===== src/rtl/load_store_unit_if.sv =====
// load_store_unit_if: request/response and data-memory signal bundle for load_store_unit.
// master: the load/store unit itself (accepts CPU requests, initiates memory accesses).
// slave:  the surrounding environment (CPU pipeline plus the Memory block).
interface load_store_unit_if #(
    parameter int unsigned ADDR_W = 32
);
    logic              req_valid;
    logic              req_ready;
    logic [3:0]        req_op;
    logic [ADDR_W-1:0] req_addr;
    logic [31:0]       req_wdata;
    logic              resp_valid;
    logic [31:0]       resp_rdata;
    logic [1:0]        resp_err;
    logic [ADDR_W-1:0] mem_address;
    logic [31:0]       mem_wr_data;
    logic [1:0]        mem_wr_mask;
    logic [2:0]        mem_rd_mask;
    logic [31:0]       mem_rd_data;
    logic              mem_err_misaligned;
    logic              mem_err_rdmask;

    modport master (
        input  req_valid, req_op, req_addr, req_wdata,
        input  mem_rd_data, mem_err_misaligned, mem_err_rdmask,
        output req_ready, resp_valid, resp_rdata, resp_err,
        output mem_address, mem_wr_data, mem_wr_mask, mem_rd_mask
    );

    modport slave (
        output req_valid, req_op, req_addr, req_wdata,
        output mem_rd_data, mem_err_misaligned, mem_err_rdmask,
        input  req_ready, resp_valid, resp_rdata, resp_err,
        input  mem_address, mem_wr_data, mem_wr_mask, mem_rd_mask
    );
endinterface


===== src/rtl/load_store_unit.sv =====
// load_store_unit: one-at-a-time load/store initiator for the byte-laned data memory.
// Checks opcode and alignment, issues one memory access, waits out the registered
// read and returns a single-cycle response.
// Optional: define LSU_MISALIGNED_SPLIT_EN to split misaligned half/word accesses
// into consecutive byte accesses instead of rejecting them.
module load_store_unit #(
    parameter int unsigned ADDR_W = 32
) (
    input logic               i_clk,
    input logic               i_reset,
    load_store_unit_if.master bus
);
    localparam logic [3:0] OP_LW  = 4'd0;
    localparam logic [3:0] OP_LH  = 4'd1;
    localparam logic [3:0] OP_LHU = 4'd2;
    localparam logic [3:0] OP_LB  = 4'd3;
    localparam logic [3:0] OP_LBU = 4'd4;
    localparam logic [3:0] OP_SB  = 4'd8;
    localparam logic [3:0] OP_SH  = 4'd9;
    localparam logic [3:0] OP_SW  = 4'd10;
    localparam logic [2:0] RD_NONE = 3'd5;

    typedef enum logic [1:0] {S_IDLE, S_ISSUE, S_WAIT, S_RESP} state_t;
    state_t state, state_nx;

    logic [3:0]        op_q;
    logic [ADDR_W-1:0] addr_q;
    logic [31:0]       wdata_q;
    logic [1:0]        err_q;

    logic req_load, req_store, req_half, req_word, req_misal;
    logic op_load, mem_err;

`ifdef LSU_MISALIGNED_SPLIT_EN
    logic        split_q;
    logic [1:0]  cnt_q;
    logic [31:0] acc_q;
    logic        split_last;
`endif

    // Decode the incoming request and the latched opcode
    always_comb begin
        req_load  = bus.req_op inside {OP_LW, OP_LH, OP_LHU, OP_LB, OP_LBU};
        req_store = bus.req_op inside {OP_SB, OP_SH, OP_SW};
        req_half  = bus.req_op inside {OP_LH, OP_LHU, OP_SH};
        req_word  = bus.req_op inside {OP_LW, OP_SW};
        req_misal = (req_half && bus.req_addr[0]) ||
                    (req_word && (bus.req_addr[1:0] != 2'b00));
        op_load   = op_q inside {OP_LW, OP_LH, OP_LHU, OP_LB, OP_LBU};
        mem_err   = bus.mem_err_misaligned || bus.mem_err_rdmask;
`ifdef LSU_MISALIGNED_SPLIT_EN
        split_last = (cnt_q == ((op_q inside {OP_LW, OP_SW}) ? 2'd3 : 2'd1));
`endif
    end

    // State register and request/error latches
    always_ff @(posedge i_clk) begin
        if (i_reset) begin
            state   <= S_IDLE;
            op_q    <= '0;
            addr_q  <= '0;
            wdata_q <= '0;
            err_q   <= '0;
`ifdef LSU_MISALIGNED_SPLIT_EN
            split_q <= 1'b0;
            cnt_q   <= '0;
            acc_q   <= '0;
`endif
        end else begin
            state <= state_nx;
            if (state == S_IDLE && bus.req_valid) begin
                op_q    <= bus.req_op;
                addr_q  <= bus.req_addr;
                wdata_q <= bus.req_wdata;
                if (!(req_load || req_store))
                    err_q <= 2'd2;
`ifdef LSU_MISALIGNED_SPLIT_EN
                else
                    err_q <= 2'd0;
                split_q <= (req_load || req_store) && req_misal;
                cnt_q   <= '0;
                acc_q   <= '0;
`else
                else if (req_misal)
                    err_q <= 2'd1;
                else
                    err_q <= 2'd0;
`endif
            end
`ifdef LSU_MISALIGNED_SPLIT_EN
            // Each split WAIT deposits one byte; a memory error is sticky until RESP
            if (state == S_WAIT && split_q) begin
                acc_q[{cnt_q, 3'b000} +: 8] <= bus.mem_rd_data[7:0];
                if (mem_err)
                    err_q <= 2'd3;
                cnt_q <= cnt_q + 2'd1;
            end
`endif
        end
    end

    // Next-state logic and state-decoded outputs
    always_comb begin
        state_nx        = state;
        bus.req_ready   = 1'b0;
        bus.resp_valid  = 1'b0;
        bus.resp_rdata  = '0;
        bus.resp_err    = '0;
        bus.mem_address = '0;
        bus.mem_wr_data = '0;
        bus.mem_wr_mask = 2'd0;
        bus.mem_rd_mask = RD_NONE;
        case (state)
            S_IDLE: begin
                bus.req_ready = 1'b1;
                if (bus.req_valid) begin
                    if (!(req_load || req_store))
                        state_nx = S_RESP;
                    else if (req_misal)
`ifdef LSU_MISALIGNED_SPLIT_EN
                        state_nx = S_ISSUE;
`else
                        state_nx = S_RESP;
`endif
                    else
                        state_nx = S_ISSUE;
                end
            end
            S_ISSUE: begin
                state_nx        = S_WAIT;
                bus.mem_address = addr_q;
`ifdef LSU_MISALIGNED_SPLIT_EN
                if (split_q) begin
                    bus.mem_address = addr_q + ADDR_W'(cnt_q);
                    if (op_load) begin
                        bus.mem_rd_mask = 3'd2;
                    end else begin
                        bus.mem_wr_mask = 2'd1;
                        bus.mem_wr_data = {24'd0, wdata_q[{cnt_q, 3'b000} +: 8]};
                    end
                end else
`endif
                if (op_load) begin
                    case (op_q)
                        OP_LHU:  bus.mem_rd_mask = 3'd1;
                        OP_LBU:  bus.mem_rd_mask = 3'd2;
                        OP_LH:   bus.mem_rd_mask = 3'd3;
                        OP_LB:   bus.mem_rd_mask = 3'd4;
                        default: bus.mem_rd_mask = 3'd0;
                    endcase
                end else begin
                    bus.mem_wr_data = wdata_q;
                    case (op_q)
                        OP_SB:   bus.mem_wr_mask = 2'd1;
                        OP_SH:   bus.mem_wr_mask = 2'd2;
                        default: bus.mem_wr_mask = 2'd3;
                    endcase
                end
            end
            S_WAIT: begin
                state_nx = S_IDLE;
`ifdef LSU_MISALIGNED_SPLIT_EN
                if (split_q) begin
                    state_nx = split_last ? S_RESP : S_ISSUE;
                end else begin
`endif
                    bus.resp_valid = 1'b1;
                    bus.resp_err   = mem_err ? 2'd3 : 2'd0;
                    bus.resp_rdata = (op_load && !mem_err) ? bus.mem_rd_data : '0;
`ifdef LSU_MISALIGNED_SPLIT_EN
                end
`endif
            end
            S_RESP: begin
                state_nx       = S_IDLE;
                bus.resp_valid = 1'b1;
                bus.resp_err   = err_q;
`ifdef LSU_MISALIGNED_SPLIT_EN
                if (split_q && op_load && err_q == 2'd0) begin
                    case (op_q)
                        OP_LH:   bus.resp_rdata = {{16{acc_q[15]}}, acc_q[15:0]};
                        OP_LHU:  bus.resp_rdata = {16'd0, acc_q[15:0]};
                        default: bus.resp_rdata = acc_q;
                    endcase
                end
`endif
            end
            default: state_nx = S_IDLE;
        endcase
        // Reset overrides the state decode so an aborted store never reaches memory
        if (i_reset) begin
            bus.mem_wr_mask = 2'd0;
            bus.resp_valid  = 1'b0;
        end
    end
endmodule


===== src/flat_wrapper.sv =====
// flat-port wrapper written by rule: the top's interface ports become plain ports
module load_store_unit_flat 
#(
    parameter int unsigned ADDR_W = 32
)
  (i_clk, i_reset, bus_req_valid, bus_req_op, bus_req_addr, bus_req_wdata, bus_mem_rd_data, bus_mem_err_misaligned, bus_mem_err_rdmask, bus_req_ready, bus_resp_valid, bus_resp_rdata, bus_resp_err, bus_mem_address, bus_mem_wr_data, bus_mem_wr_mask, bus_mem_rd_mask);
  load_store_unit_if #(.ADDR_W(ADDR_W)) bus_i ();
  input logic i_clk;
  input logic i_reset;
  input wire logic [$bits(bus_i.req_valid)-1:0] bus_req_valid;
  input wire logic [$bits(bus_i.req_op)-1:0] bus_req_op;
  input wire logic [$bits(bus_i.req_addr)-1:0] bus_req_addr;
  input wire logic [$bits(bus_i.req_wdata)-1:0] bus_req_wdata;
  input wire logic [$bits(bus_i.mem_rd_data)-1:0] bus_mem_rd_data;
  input wire logic [$bits(bus_i.mem_err_misaligned)-1:0] bus_mem_err_misaligned;
  input wire logic [$bits(bus_i.mem_err_rdmask)-1:0] bus_mem_err_rdmask;
  output wire logic [$bits(bus_i.req_ready)-1:0] bus_req_ready;
  output wire logic [$bits(bus_i.resp_valid)-1:0] bus_resp_valid;
  output wire logic [$bits(bus_i.resp_rdata)-1:0] bus_resp_rdata;
  output wire logic [$bits(bus_i.resp_err)-1:0] bus_resp_err;
  output wire logic [$bits(bus_i.mem_address)-1:0] bus_mem_address;
  output wire logic [$bits(bus_i.mem_wr_data)-1:0] bus_mem_wr_data;
  output wire logic [$bits(bus_i.mem_wr_mask)-1:0] bus_mem_wr_mask;
  output wire logic [$bits(bus_i.mem_rd_mask)-1:0] bus_mem_rd_mask;
  assign bus_i.req_valid = bus_req_valid;
  assign bus_i.req_op = bus_req_op;
  assign bus_i.req_addr = bus_req_addr;
  assign bus_i.req_wdata = bus_req_wdata;
  assign bus_i.mem_rd_data = bus_mem_rd_data;
  assign bus_i.mem_err_misaligned = bus_mem_err_misaligned;
  assign bus_i.mem_err_rdmask = bus_mem_err_rdmask;
  assign bus_req_ready = bus_i.req_ready;
  assign bus_resp_valid = bus_i.resp_valid;
  assign bus_resp_rdata = bus_i.resp_rdata;
  assign bus_resp_err = bus_i.resp_err;
  assign bus_mem_address = bus_i.mem_address;
  assign bus_mem_wr_data = bus_i.mem_wr_data;
  assign bus_mem_wr_mask = bus_i.mem_wr_mask;
  assign bus_mem_rd_mask = bus_i.mem_rd_mask;
  load_store_unit #(.ADDR_W(ADDR_W)) u_core (.i_clk(i_clk), .i_reset(i_reset), .bus(bus_i));
endmodule

===== config.mk =====
export PLATFORM = sky130hd
export DESIGN_NAME = load_store_unit_flat
export DESIGN_NICKNAME = d
export VERILOG_FILES = /design/src/rtl/load_store_unit_if.sv /design/src/rtl/load_store_unit.sv /design/src/flat_wrapper.sv
export SDC_FILE = /design/constraint.sdc
export NUM_CORES = 1
export LEC_CHECK = 0
export ABC_AREA = 1
export BUFFER_PORTS_ARGS = -buffer_cell sky130_fd_sc_hd__buf_4
export CORE_UTILIZATION = 25
export DETAILED_ROUTE_END_ITERATION = 16
export PLACE_DENSITY = 0.58
export SETUP_SLACK_MARGIN = 0.05
export SYNTH_ARGS = -nofsm -noshare
export SYNTH_HDL_FRONTEND = slang
export SYNTH_SLANG_ARGS = --single-unit
export TNS_END_PERCENT = 10

===== constraint.sdc =====
create_clock -name i_clk -period 1.38 [get_ports i_clk]
set_input_delay 0.138 -clock i_clk [delete_from_list [all_inputs] [get_ports i_clk]]
set_output_delay 0.138 -clock i_clk [all_outputs]
set_load 0.01 [all_outputs]

After elaboration in Yosys (flattened, before gate mapping)
Cells that the tools add are included.
{"block": "classes", "n_reduce_logical": 18, "n_mux": 23, "eq_ne": 17}
{"cell": "two-way mux 32 bit", "count": 5}
{"cell": "equality test 4 bit (second input constant)", "count": 5}
{"cell": "equality test 4 x 2 -> 1 bit (second input constant)", "count": 4}
{"cell": "two-way mux 2 bit", "count": 8}
{"cell": "case mux 3 bit (4 select lines)", "count": 1}
{"cell": "nonzero test 5 bit", "count": 2}
{"cell": "equality test 4 x 1 -> 1 bit (second input constant)", "count": 2}
{"cell": "equality test 4 x 3 -> 1 bit (second input constant)", "count": 2}
{"cell": "logical NOT 4 bit", "count": 2}
{"cell": "case mux 2 bit (2 select lines)", "count": 2}
{"cell": "two-way mux 3 bit", "count": 2}
{"cell": "case mux 2 bit (3 select lines)", "count": 1}
{"cell": "nonzero test 3 bit", "count": 2}
{"cell": "equality test 2 bit (second input constant)", "count": 2}
{"cell": "logical AND 1 bit", "count": 4}
{"cell": "two-way mux 1 bit", "count": 4}
{"cell": "nonzero test 2 bit", "count": 2}
{"cell": "logical OR 1 bit", "count": 3}
{"cell": "equality test 2 x 1 -> 1 bit (second input constant)", "count": 1}
{"cell": "logical NOT 2 bit", "count": 1}
{"cell": "!= test 2 bit (second input constant)", "count": 1}
{"cell": "OR reduction 2 bit", "count": 1}
{"cell": "logical NOT 1 bit", "count": 1}
{"block": "word_totals", "input_bits": 105, "register_bits": 72, "word_cells": 63, "out_inout_bits": 105}

Depth between registers and ports, before layout
{"block": "depth", "ltp_word": 8, "ltp_mapped": 8, "ltp_nobuf": 8}

Worst setup path after synthesis
OpenSTA, ideal clock, no wires.
{"block": "synth_path", "path_kind": "reg-to-output", "startpoint": "register u_core.state[0]", "endpoint": "output port bus_mem_wr_mask[0]", "stages_incl_launch_ff": 5, "t_required_ns": 1.242, "t_arrival_ns": 1.144, "path_buffers": 0, "path_slack_ns": 0.098, "cell_sequence": "dfxtp_1 inv_1 nor2_4 nand2_2 a211oi_1"}
{"block": "synth_via", "elab_chain_len": 3}
{"element": "start: declaration", "line_no": "load_store_unit.sv:24", "source": "state_t state, state_nx;"}
{"element": "start signal: assignment", "line_no": "load_store_unit.sv:70", "source": "state <= state_nx;"}
{"element": "equality test 2 x 1 -> 1 bit", "line_no": "load_store_unit.sv:113", "source": "case (state)"}
{"element": "two-way mux 2 bit", "line_no": "load_store_unit.sv:113"}
{"element": "two-way mux 2 bit", "line_no": "load_store_unit.sv:191", "source": "if (i_reset) begin"}
{"element": "end: declaration", "line_no": "flat_wrapper.sv:23", "source": "output wire logic [$bits(bus_i.mem_wr_mask)-1:0] bus_mem_wr_mask;"}
Every way passes these cells.

Worst setup path after layout
{"block": "layout_path", "startpoint": "register u_core.op_q[1]", "endpoint": "output port bus_resp_rdata[15]"}
{"block": "layout_via", "elab_chain_len": 5, "word_cells_on_any_way": 9, "cone_classes": "eq/ne (4); mux (2); reduce/logical (3)"}
{"element": "start: declaration", "line_no": "load_store_unit.sv:26", "source": "logic [3:0] op_q;"}
{"element": "start signal: assignment", "line_no": "load_store_unit.sv:72", "source": "op_q <= bus.req_op;"}
{"element": "equality test 4 x 1 -> 1 bit, or another cell as far along", "line_no": "load_store_unit.sv:49", "source": "op_load = op_q inside {OP_LW, OP_LH, OP_LHU, OP_LB, OP_LBU};"}
{"element": "nonzero test 5 bit *", "line_no": "load_store_unit.sv:49"}
{"element": "logical AND 1 bit *", "line_no": "load_store_unit.sv:169", "source": "bus.resp_rdata = (op_load && !mem_err) ? bus.mem_rd_data : '0;"}
{"element": "two-way mux 32 bit *", "line_no": "load_store_unit.sv:169"}
{"element": "two-way mux 32 bit *", "line_no": "load_store_unit.sv:113"}
{"element": "end: declaration", "line_no": "flat_wrapper.sv:19", "source": "output wire logic [$bits(bus_i.resp_rdata)-1:0] bus_resp_rdata;"}
Mark *: on every way between the ends. The rest lies on a longest branch, timed or not.

==> impl_metrics.env <==
export IMPL_cts_tree="built"
export IMPL_nNetsFinal=856
export IMPL_synthToLayoutAreaGrowth_pct=74.32
export IMPL_synth_area_um2=3503
export IMPL_grt_use_total=0.1575
export IMPL_grt_pass1_wl_um=17830
export IMPL_cts_sinks=72
export IMPL_hold_viol_final=0
export IMPL_drv_slew=0
export IMPL_grt_max_degree=43
export IMPL_placed_area_um2=5298
export IMPL_critPathArrivalTime_ns=1.53
export IMPL_cp_start_kind="flop"
export IMPL_h_tree_depth=3
export IMPL_crit_cells=7
export IMPL_hold_path_cell_count=3
export IMPL_worstSetupPathType="flop to output pin"
export IMPL_vias=4036
export IMPL_status="finished with violations"
export IMPL_violations="setup timing"
export IMPL_initial_utilization=0.2604
export IMPL_hp_start="bus_req_wdata[28]"
export IMPL_max_freq_ghz=0.6012
export IMPL_path_buf_inv=3
export IMPL_fin_area_um2=6107
export IMPL_cts_buffers=9
export IMPL_setup_viol=103
export IMPL_timing_rr_start="u_core.state[1]"
export IMPL_dr_pass1_iters=5
export IMPL_port_buffers=209
export IMPL_syn_num_nets=635
export IMPL_avgSynthCellArea_um2=6.610
export IMPL_viasPerCell=4.340
export IMPL_vdd_drop_max_mv=0.7961
export IMPL_rsz0062_at_grt="true"
export IMPL_synth_distinct_cells=23
export IMPL_die_area_um2=14490
export IMPL_fin_ws_ns=-0.2834
export IMPL_finalSetupTns_ns=-22.67
export IMPL_drc=0
export IMPL_cellLeakagePower_nw=2.725
export IMPL_ff2ff_setup_slack_ns=0.05
export IMPL_grt_pass1_vias=3611
export IMPL_setup_worst_path_end_class="output pin"
export IMPL_worstSkewPairLatency_ns=0.33
export IMPL_antenna_found_initial=0
export IMPL_timing_final_crit_share=1.205
export IMPL_ios=210
export IMPL_drt_iter0_drc=119
export IMPL_clk_pin_slew_worst_paths_ns=0.06
export IMPL_synth_cells=530
export IMPL_r2r_cells=7
export IMPL_period_needed_ns=1.663
export IMPL_relSlewSlack=0.7808
export IMPL_max_stage_delay_ns=0.37
export IMPL_hp_class="input pin to flop"
export IMPL_grt_overflow=0
export IMPL_cts_root_buf="clkbuf_16"
export IMPL_drive_above_1_share=0.4297
export IMPL_crit_slowest_cell="dfxtp_2"
export IMPL_r2r_end="u_core.op_q[1]"
export IMPL_die_h_um=120.4
export IMPL_path_cells="nor2_4 > o21ai_2 > inv_4 > nand2_4 > clkbuf_16 > nor2_1 > buf_4"
export IMPL_yosysWarnings=0
export IMPL_finClkSkew_ns=0.006319
export IMPL_rows=42
export IMPL_wl_um=12050
export IMPL_place_gp_congestion=0.7813
export IMPL_critPathTopFamily="buffers and inverters"
export IMPL_max_cap_violations=0
export IMPL_worstMarginPinSlew_ns=0.3288
export IMPL_whs_endpoint="u_core.wdata_q[28]"
export IMPL_cp_max_fo=16
export IMPL_diodes=0
export IMPL_core_area_um2=13450
export IMPL_p_per_area_nw_per_um2=1051
export IMPL_ant_nets=0
export IMPL_cp_data_required_time_ns=1.24
export IMPL_yosysSeqAreaShare=0.4114
export IMPL_synth_seq_cells=72
export IMPL_hpwlAfterDp_um=8076
export IMPL_dieWidth_um=120.4
export IMPL_cts_buffer_depth=2
export IMPL_wl_per_cell_um=12.96
registers in the layout (all words and copies together) (netlist names):
| name | cells |
|---|---|
| u_core.addr_q | 32 |
| u_core.wdata_q | 32 |
| u_core.op_q | 4 |
| u_core.err_q | 2 |
| u_core.state | 2 |
worst min-delay path, cell delays in order:
cell	delay (ns)
buf_4	0.08
o21ai_1	0.05
nor2_1	0.07
metrics by stage:
stage / hold WS, ns / worst slack (ns) / power, mW / utilization / std cells
final: 0.03379 / -0.2834 / 6.418 / 0.4540 / 930
after global routing: 0.04781 / -0.3507 / 6.755 / 0.4540 / 930
after CTS: 0.02701 / -0.2884 / 6.352 / 0.4305 / 925
after detailed placement: 0.3450 / -0.04700 / 3.631 / 0.3938 / 903
after global placement: 0.3389 / -0.06163 / 3.621 / 0.3938 / 903
after floorplan: 0.2071 / 0.09826 / 3.092 / - / 530
power breakdown:
group	total, mW	internal [mW]	switching (mW)
Combinational	1.45	0.687	0.760
Clock	2.60	1.74	0.862
Sequential	2.37	2.28	0.0819
Total	6.42	4.71	1.70
cells in the final DEF, fill, tap and decap left out, types with 2 or more instances in the layout:
| cell | count |
|---|---|
| nand2_4 | 2 |
| nor2_1 | 131 |
| bufinv_16 | 3 |
| dfxtp_1 | 68 |
| o21ai_0 | 42 |
| nor2_4 | 15 |
| nor3_1 | 2 |
| dfxtp_2 | 3 |
| clkbuf_16 | 12 |
| inv_2 | 3 |
| o21ai_1 | 21 |
| nand3_1 | 6 |
| a211oi_2 | 2 |
| buf_6 | 16 |
| inv_1 | 39 |
| buf_4 | 215 |
| a21oi_1 | 38 |
| nand2_1 | 79 |
| nor2_2 | 27 |
| o21ai_2 | 9 |
| buf_12 | 9 |
cell type report:
cell class | count | area, µm²
fillers | 1431 | 7346
repair buffers | 246 | 2097
multi-input cells | 377 | 1833
flip-flops and latches | 72 | 1449
clock buffers | 10 | 229.0
well taps | 176 | 220.2
inverters | 45 | 183.9
clock inverters | 4 | 95.09
cells by family after synthesis:
kind of cell           after synthesis  share of synthesized area
AOI/OAI and AO/OA                  114                     0.1657
buffers and inverters               81                     0.1232
DFF                                 72                     0.4114
and+or+nand+nor                    263                     0.2996
Yosys cell counts, drive strengths merged:
cell | count | share of area
nor2 | 173 | 0.20
nand2 | 82 | 0.091
dfxtp | 72 | 0.41
o21ai | 72 | 0.10
inv | 45 | 0.048
a21oi | 38 | 0.054
buf | 26 | 0.063
clkbuf | 10 | 0.012
nand3 | 6 | 0.0086
a211oi | 2 | 0.0043
nor3 | 2 | 0.0029
a31oi | 1 | 0.0018
o311ai | 1 | 0.0025
repair_timing:
| item | CTS | global route |
|---|---|---|
| endpoints found under the setup margin | 105 | 130 |
| pin swaps | 11 | 11 |
| buffers inserted | 4 | 1 |
| cloned | 3 | 4 |
| endpoints found under the hold margin | 2 | 0 |
| hold buffers | 1 | 0 |
| resized for setup | 25 | 87 |
worst max-delay path by stage:
| stage | startpoint | end | slack, ns |
|---|---|---|---|
| 4_1_cts | u_core.state[0] | bus_mem_address[0] | -0.29 |
| 2_1_floorplan | u_core.state[0] | bus_mem_wr_mask[0] | 0.1 |
| 3_3_place_gp | u_core.state[0] | bus_mem_wr_data[28] | -0.06 |
| 5_1_grt | u_core.op_q[1] | bus_resp_rdata[15] | -0.35 |
| 3_5_place_dp | u_core.state[0] | bus_mem_wr_mask[0] | -0.05 |
| 6_report | u_core.op_q[1] | bus_resp_rdata[15] | -0.28 |
layer usage:
| layer | up-vias | wire, µm | global-route usage |
|---|---|---|---|
| met3 | 11 | 1060 | 0.05708 |
| li1 | 2097 | - | - |
| met2 | 144 | 5658 | 0.2636 |
| met4 | 0 | 127 | 0.04861 |
| met1 | 1784 | 5204 | 0.1870 |
| met5 | - | 0 | 0 |
Note: power is estimated with default switching activity, not from simulation.
